===== src/rtl/register_bank_8x16_write_pkg.sv =====
// Shared sizing constants and the select decode helper for the register bank write side.
package register_bank_8x16_write_pkg;

    localparam int DATA_W    = 16;
    localparam int REG_SEL_W = 3;
    localparam int NUM_REGS  = 8;

    localparam logic [DATA_W-1:0] RESET_VAL_DEF = 16'h0000;

    typedef logic [REG_SEL_W-1:0] reg_sel_t;

    // One-hot decode; an inactive enable forces all-zero regardless of sel (even X/Z).
    function automatic logic [NUM_REGS-1:0] onehot_dec(input logic en, input reg_sel_t sel);
        onehot_dec = '0;
        if (en) begin
            onehot_dec[sel] = 1'b1;
        end
    endfunction

endpackage


===== src/rtl/register_bank_8x16_write_if.sv =====
// Write-port and register-readout bundle between the datapath and the register bank.
interface register_bank_8x16_write_if
    import register_bank_8x16_write_pkg::*;
#(
    parameter int WIDTH = DATA_W
);
    // we is a one-way request: there is no ready, every we=1 sampled on a rising
    // edge is committed on that edge, and wack reports it during the following cycle.
    logic                 we;
    logic                 s2;
    logic                 s1;
    logic                 s0;
    logic [WIDTH-1:0]     d;
    logic                 clr;
    logic [WIDTH-1:0]     q0;
    logic [WIDTH-1:0]     q1;
    logic [WIDTH-1:0]     q2;
    logic [WIDTH-1:0]     q3;
    logic [WIDTH-1:0]     q4;
    logic [WIDTH-1:0]     q5;
    logic [WIDTH-1:0]     q6;
    logic [WIDTH-1:0]     q7;
    logic                 wack;
    reg_sel_t             wsel;
    logic [NUM_REGS-1:0]  written;

    modport master (
        output we, s2, s1, s0, d, clr,
        input  q0, q1, q2, q3, q4, q5, q6, q7, wack, wsel, written
    );

    modport slave (
        input  we, s2, s1, s0, d, clr,
        output q0, q1, q2, q3, q4, q5, q6, q7, wack, wsel, written
    );

endinterface


===== src/rtl/register_bank_8x16_write_decoder_3_to_8.sv =====
// Reusable 3-to-8 one-hot decoder with enable; output is all-zero while en is low.
module decoder_3_to_8
    import register_bank_8x16_write_pkg::*;
(
    input  logic                en,
    input  logic                s2,
    input  logic                s1,
    input  logic                s0,
    output logic [NUM_REGS-1:0] y
);

    assign y = onehot_dec(en, {s2, s1, s0});

endmodule


===== src/rtl/register_bank_8x16_write.sv =====
// Eight-entry register bank write side with write acknowledge and per-register written flags.
// Optional REG_BANK_ZERO_REG_EN hardwires register 0 to zero and drops writes to it.
module register_bank_8x16_write
    import register_bank_8x16_write_pkg::*;
#(
    parameter int                WIDTH     = DATA_W,
    parameter logic [WIDTH-1:0]  RESET_VAL = RESET_VAL_DEF
)
(
    input  logic                          clk,
    input  logic                          rst_n,
    register_bank_8x16_write_if.slave     bus
);

`ifdef REG_BANK_ZERO_REG_EN
    localparam logic [NUM_REGS-1:0] WR_MASK = {{(NUM_REGS-1){1'b1}}, 1'b0};
`else
    localparam logic [NUM_REGS-1:0] WR_MASK = {NUM_REGS{1'b1}};
`endif

    reg_sel_t             sel;
    logic [NUM_REGS-1:0]  en;
    logic [NUM_REGS-1:0]  wr_en;
    logic [WIDTH-1:0]     regs [NUM_REGS];
    logic                 wack_r;
    reg_sel_t             wsel_r;
    logic [NUM_REGS-1:0]  written_r;

    assign sel = {bus.s2, bus.s1, bus.s0};

    decoder_3_to_8 u_dec (
        .en (bus.we),
        .s2 (bus.s2),
        .s1 (bus.s1),
        .s0 (bus.s0),
        .y  (en)
    );

    // Masked enables gate both storage and flags; wack/wsel follow the raw request.
    assign wr_en = en & WR_MASK;

    always_ff @(posedge clk or negedge rst_n) begin
        if (!rst_n) begin
            for (int i = 0; i < NUM_REGS; i++) begin
                regs[i] <= RESET_VAL;
            end
`ifdef REG_BANK_ZERO_REG_EN
            regs[0] <= '0;
`endif
            wack_r    <= 1'b0;
            wsel_r    <= '0;
            written_r <= '0;
        end else begin
            for (int i = 0; i < NUM_REGS; i++) begin
                if (wr_en[i]) begin
                    regs[i] <= bus.d;
                end
            end
            wack_r <= bus.we;
            if (bus.we) begin
                wsel_r <= sel;
            end
            // Clear first, then OR in the written bit so a same-edge write survives clr.
            written_r <= (bus.clr ? '0 : written_r) | wr_en;
        end
    end

    assign bus.q0      = regs[0];
    assign bus.q1      = regs[1];
    assign bus.q2      = regs[2];
    assign bus.q3      = regs[3];
    assign bus.q4      = regs[4];
    assign bus.q5      = regs[5];
    assign bus.q6      = regs[6];
    assign bus.q7      = regs[7];
    assign bus.wack    = wack_r;
    assign bus.wsel    = wsel_r;
    assign bus.written = written_r;

endmodule


===== src/flat_wrapper.sv =====
// flat-port wrapper written by rule: the top's interface ports become plain ports
module register_bank_8x16_write_flat import register_bank_8x16_write_pkg::*;
#(
    parameter int                WIDTH     = DATA_W,
    parameter logic [WIDTH-1:0]  RESET_VAL = RESET_VAL_DEF
)
  (clk, rst_n, bus_we, bus_s2, bus_s1, bus_s0, bus_d, bus_clr, bus_q0, bus_q1, bus_q2, bus_q3, bus_q4, bus_q5, bus_q6, bus_q7, bus_wack, bus_wsel, bus_written);
  register_bank_8x16_write_if #(.WIDTH(WIDTH)) bus_i ();
  input  logic clk;
  input  logic rst_n;
  input wire logic [$bits(bus_i.we)-1:0] bus_we;
  input wire logic [$bits(bus_i.s2)-1:0] bus_s2;
  input wire logic [$bits(bus_i.s1)-1:0] bus_s1;
  input wire logic [$bits(bus_i.s0)-1:0] bus_s0;
  input wire logic [$bits(bus_i.d)-1:0] bus_d;
  input wire logic [$bits(bus_i.clr)-1:0] bus_clr;
  output wire logic [$bits(bus_i.q0)-1:0] bus_q0;
  output wire logic [$bits(bus_i.q1)-1:0] bus_q1;
  output wire logic [$bits(bus_i.q2)-1:0] bus_q2;
  output wire logic [$bits(bus_i.q3)-1:0] bus_q3;
  output wire logic [$bits(bus_i.q4)-1:0] bus_q4;
  output wire logic [$bits(bus_i.q5)-1:0] bus_q5;
  output wire logic [$bits(bus_i.q6)-1:0] bus_q6;
  output wire logic [$bits(bus_i.q7)-1:0] bus_q7;
  output wire logic [$bits(bus_i.wack)-1:0] bus_wack;
  output wire logic [$bits(bus_i.wsel)-1:0] bus_wsel;
  output wire logic [$bits(bus_i.written)-1:0] bus_written;
  assign bus_i.we = bus_we;
  assign bus_i.s2 = bus_s2;
  assign bus_i.s1 = bus_s1;
  assign bus_i.s0 = bus_s0;
  assign bus_i.d = bus_d;
  assign bus_i.clr = bus_clr;
  assign bus_q0 = bus_i.q0;
  assign bus_q1 = bus_i.q1;
  assign bus_q2 = bus_i.q2;
  assign bus_q3 = bus_i.q3;
  assign bus_q4 = bus_i.q4;
  assign bus_q5 = bus_i.q5;
  assign bus_q6 = bus_i.q6;
  assign bus_q7 = bus_i.q7;
  assign bus_wack = bus_i.wack;
  assign bus_wsel = bus_i.wsel;
  assign bus_written = bus_i.written;
  register_bank_8x16_write #(.WIDTH(WIDTH), .RESET_VAL(RESET_VAL)) u_core (.clk(clk), .rst_n(rst_n), .bus(bus_i));
endmodule

===== config.mk =====
export PLATFORM = sky130hd
export DESIGN_NAME = register_bank_8x16_write_flat
export DESIGN_NICKNAME = d
export VERILOG_FILES = /design/src/rtl/register_bank_8x16_write_pkg.sv /design/src/rtl/register_bank_8x16_write_if.sv /design/src/rtl/register_bank_8x16_write_decoder_3_to_8.sv /design/src/rtl/register_bank_8x16_write.sv /design/src/flat_wrapper.sv
export SDC_FILE = /design/constraint.sdc
export NUM_CORES = 1
export LEC_CHECK = 0
export CAP_MARGIN = 10
export CORE_MARGIN = 8
export CORE_UTILIZATION = 47
export DETAILED_ROUTE_END_ITERATION = 7
export PLACE_DENSITY = 0.79
export SYNTH_ARGS = -nofsm -noshare
export SYNTH_HDL_FRONTEND = slang
export SYNTH_SLANG_ARGS = --single-unit

===== constraint.sdc =====
create_clock -name clk -period 0.8 [get_ports clk]
set_input_delay 0.08 -clock clk [delete_from_list [all_inputs] [get_ports clk]]
set_output_delay 0.08 -clock clk [all_outputs]
set_load 0.01 [all_outputs]

# After elaboration in Yosys (flattened, before gate mapping)
# Index checks and enable logic that the tools add are counted.
# Widths: inputs -> output; s select.
[word_totals] wordCells=19 regBits=140
[op_classes] magnitude_cmp=2 muxes=4 n_reduce_logical=1 bitwise_logic=1
[ops] cell="$mux 8" n=2
[ops] cell="$or 8x8->8" n=1
[ops] cell="$lt 3x4->1 const B" n=1
[ops] cell="$demux 1 s3" n=1
[ops] cell="$ge 3x1->1 const B" n=1
[ops] cell="$logic_and 1x1->1" n=1
[ops] cell="$mux 1" n=1

# Longest topological paths before layout
[depth] word_depth=6 depth_mapped=5

# Cells and area by module
# A second synthesis with hierarchy kept.
[unflattened] hier_cells=304 area_unflattened_um2=5669.2
[by_module_without_submodules] mod="register_bank_8x16_write" instances=1 cells_per_inst=296 area_per_inst_um2=5572.8
[by_module_without_submodules] mod="decoder_3_to_8" instances=1 cells_per_inst=8 area_per_inst_um2=96.3

# Worst setup path after synthesis
# OpenSTA, ideal clock, no wires.
[synth_timing] path_type="in2reg" start="input port bus_s2" end="register u_core.regs (netlist bit u_core.bus.q0[10])" stages=4 setup_slack_ns=-0.527 t_required_ns=0.675 t_arrival_ns=1.202 path_cell_list="buf_6 nor4b_4 buf_8 mux2_4"
[synth_between] elab_chain_len=5 word_cells_on_any_way=6 cone_classes="order compare: 2; mux: 3; reduce/logical: 1"
[synth_lines] item="start, declared" line="flat_wrapper.sv:12" text="input wire logic [$bits(bus_i.s2)-1:0] bus_s2;"
[synth_lines] item="$lt 3x4->1 (implied by the code) or $ge 3x1->1 (tied branches)" line="register_bank_8x16_write_pkg.sv:16" text="onehot_dec[sel] = 1'b1;"
[synth_lines] item="$logic_and 1x1->1 (implied by the code)" line="register_bank_8x16_write_pkg.sv:16"
[synth_lines] item="$mux 1 (implied by the code)" line="register_bank_8x16_write_pkg.sv:16"
[synth_lines] item="$demux 1 s3 (*)" line="register_bank_8x16_write_pkg.sv:16"
[synth_lines] item="$mux 8 (*)" line="register_bank_8x16_write_pkg.sv:15" text="if (en) begin"
[synth_lines] item="end signal, assigned by index" line="register_bank_8x16_write.sv:56" text="regs[i] <= bus.d;"
[synth_lines] item="end, declared" line="register_bank_8x16_write.sv:24" text="logic [WIDTH-1:0] regs [NUM_REGS];"
# Every way passes the cells marked *; elsewhere a longest branch is shown, timed or not.
# A chain may end at the register's enable or synchronous reset.

# Worst setup path in the final report
[layout_timing] start="register u_core.regs (netlist bit u_core.bus.q5[13])" end="output port bus_q5[13]"
[layout_rtl] item="end, declared" line="flat_wrapper.sv:22" text="output wire logic [$bits(bus_i.q5)-1:0] bus_q5;"
# No word-level cell between the ends.

==> impl_metrics.yaml <==
outcome:
  status: "finished, violations left"
  failed_checks: "setup timing"
global_route:
  grt_util_all_layers_pct: 25.32
  grt_pass1_wl_um: 27920
  grt_max_degree: 33
  grt_pass1_vias: 4381
  grt_remaining_overflow: 0
  antenna_found_initial: 0
pwr:
  p_per_area_nw_per_um2: 2761
  power_uw: 26690
  comb_power_share_pct: 32.4
  power_frac_seq_pct: 36.7
  peakVddDrop_uv: 1809
  leakagePower_uw: 0.004914
  clkPwrFrac_pct: 30.9
  p_sw_uw: 7376
  power.internal_uw: 19310
  switching_share_pct: 27.64
logic_synthesis:
  synth_cells: 307
  syn-num-nets: 330
  synth_cell_types: 14
  yosysWarnings: 0
  synth.area.top_cells: "dfrtp_1, mux2_2, mux2_4"
  syn_area_um2: 5314
  yosysTopAreaCell: "dfrtp_1"
  synth-seq-cells: 140
  ys_seq_area_share_pct: 65.93
  synth.top_cell.area_share_pct: 65.93
  syn_area_per_cell_um2: 17.31
worst_setup_path:
  cp_max_fo: 2
  max_stage_delay_ns: 0.42
  worstPathRequired_ns: 0.72
  arrival_ns: 0.98
  path_buf_inv: 1
  rr_worst_depth: 3
  critPathCaptureType: "output port"
  rr_startpoint: "u_core.bus.q0[2]"
  cpMaxStageDelayCell: "dfrtp_1"
  crit_end: "bus_q5[13]"
  worst-path-stages: 1
  critPathLaunch: "u_core.bus.q5[13]"
  cp_cell_sequence: "buf_6"
  crit_family: "flip-flops"
  rrSetupSlack_ns: -0.24
  crit_type: "flop to output port"
  r2r-end: "u_core.bus.q0[2]"
  startpoint_type: "flop"
placed_design:
  pre_cts_ws_ns: -1.005
  dpl.hpwl_um: 10630
  io_buffers: 162
  place_congestion: 0.7889
timing:
  slew_viol_final: 0
  finalSetupViolations: 263
  relSlewSlack_pct: 72.65
  worstMarginPinSlew_ns: 0.4089
  finalHoldViolCount: 0
  max_freq_mhz: 940.0
  period_minus_slack_ns: 1.064
  fin_skew_ns: 0
  rsz0062_at_grt: "true"
  setup_ws_ns: -0.2638
  fin_crit_sh_pct: 133.0
clock_tree:
  cts_tree: "built"
  path_clk_slew_ns: 0.06
  cts.sinks: 140
  h-tree-depth: 4
  clock_latency_ns: 0.41
  clockBufferDepth: 2
  numCtsBuffers: 17
  cts-root-buf: "clkbuf_16"
min_path:
  hp-class: "input pin to asynchronous set/reset pin"
floorplan:
  io_pins: 163
  fp.dieH_um: 122.3
  start_util_pct: 47.35
  core_area_um2: 11220
  rows: 39
  die_w_um: 122.3
  die_area_um2: 14960
cells_and_area:
  syn_to_final_growth_pct: 81.89
  nets: 648
  final_cell_mix: "buf_6, dfrtp_1, mux2_4"
  final_common_cell: "buf_6"
  insertedDiodeCount: 0
  fillCellCount: 482
  drive_above_1_share_pct: 72.73
routing:
  drt_drc_violations_left: 0
  finalWirelength_um: 19830
  detail_route.wl_per_cell_um: 25.39
  vias_per_cell: 5.146
  ant_nets: 0
  drtIter0Drc: 246
  drt_pass1_iterations: 4
  vias: 4019
job:
  drv_cap: 0
-- final cells by class --
type	instances	area [µm²]	share of cell area, %
repair buffers	314	3233	33.45
multi-input cells	147	2115	21.88
clock buffers	19	452.9	4.686
flip-flops and latches	140	3503	36.25
inverters	5	18.77	0.1942
well taps	143	178.9	1.851
clock inverters	13	163.9	1.696
-- metrics by stage --
| step | instances | hold slack, ns | TNS [ns] | utilization [%] | area [µm²] |
|---|---|---|---|---|---|
| 2_1_floorplan | 307 | -0.2156 | -35.89 | - | 5597 |
| 3_3_place_gp | 664 | -0.04453 | -141.00 | 70.11 | 7869 |
| 3_5_place_dp | 664 | -0.04385 | -149.32 | 70.11 | 7869 |
| 4_1_cts | 749 | 0.0008582 | -46.34 | 81.16 | 9109 |
| 5_1_grt | 781 | 0.09199 | -48.23 | 86.12 | 9666 |
| 6_report | 781 | 0.09263 | -42.56 | 86.12 | 9666 |
-- layer usage --
metal  global-route usage, %  vias up  wire length (µm)  part of all wire [%]
met5                       0        -                 0                     0
met4                   7.464        0               291                   1.5
met3                   8.878       22              1612                   8.1
met2                   41.51      169              9967                    50
met1                   31.08     2102              7956                    40
li1                        -     1726                 -                     -
-- power groups by stage --
| stage | Combinational (µW) | Clock [µW] | Sequential, µW |
|---|---|---|---|
| 2_1_floorplan | 1830 | 0 | 10100 |
| 3_3_place_gp | 6920 | 0 | 9470 |
| 3_5_place_dp | 7070 | 0 | 9520 |
| 4_1_cts | 7330 | 8260 | 9520 |
| 5_1_grt | 9100 | 8650 | 9910 |
| 6_report | 8640 | 8250 | 9800 |
-- state kept, by name (all words and copies together) (netlist names) --
name,count
u_core.bus.q2,16
u_core.bus.q0,16
u_core.bus.q1,16
u_core.bus.q5,16
u_core.bus.q3,16
u_core.bus.q7,16
u_core.bus.q6,16
u_core.bus.written,8
u_core.bus.wack,1
u_core.bus.q4,16
u_core.bus.wsel,3
-- how the worst min path moves through the flow --
stage	start	endpoint	cells past startpoint
finish	rst_n	u_core.bus.q7[8]	2
global route	rst_n	u_core.bus.q6[8]	2
CTS	bus_we	u_core.bus.wack	2
detailed placement	rst_n	u_core.bus.q6[8]	1
global placement	rst_n	u_core.bus.q5[8]	1
floorplan	rst_n	u_core.bus.q0[0]	0
-- Yosys cell counts --
| cell | instances |
|---|---|
| dfrtp_1 | 140 |
| o21ai_0 | 4 |
| nor4b_4 | 1 |
| mux2_4 | 9 |
| mux2_2 | 122 |
| nand4b_2 | 3 |
| inv_1 | 5 |
| nand4_2 | 1 |
| buf_8 | 1 |
| and4bb_2 | 3 |
| buf_2 | 7 |
| a21o_1 | 4 |
| buf_6 | 3 |
| buf_4 | 4 |
-- cell families after synthesis --
group | after synthesis | share of synthesized area (%)
flops | 140 | 65.93
buf+inv | 20 | 2.496
simple gates | 8 | 2.237
mux | 131 | 28.40
compound gates | 8 | 0.9419
-- what timing repair did --
| item | CTS | global route |
|---|---|---|
| hold endpoints to repair | 142 | 1 |
| cloned | 9 | 0 |
| hold buffers | 3 | 1 |
| resized for setup | 742 | 95 |
| setup buffers | 64 | 57 |
| pin swaps | 5 | 5 |
| setup endpoints to repair | 279 | 270 |
Power figures use the tool's default switching activity.
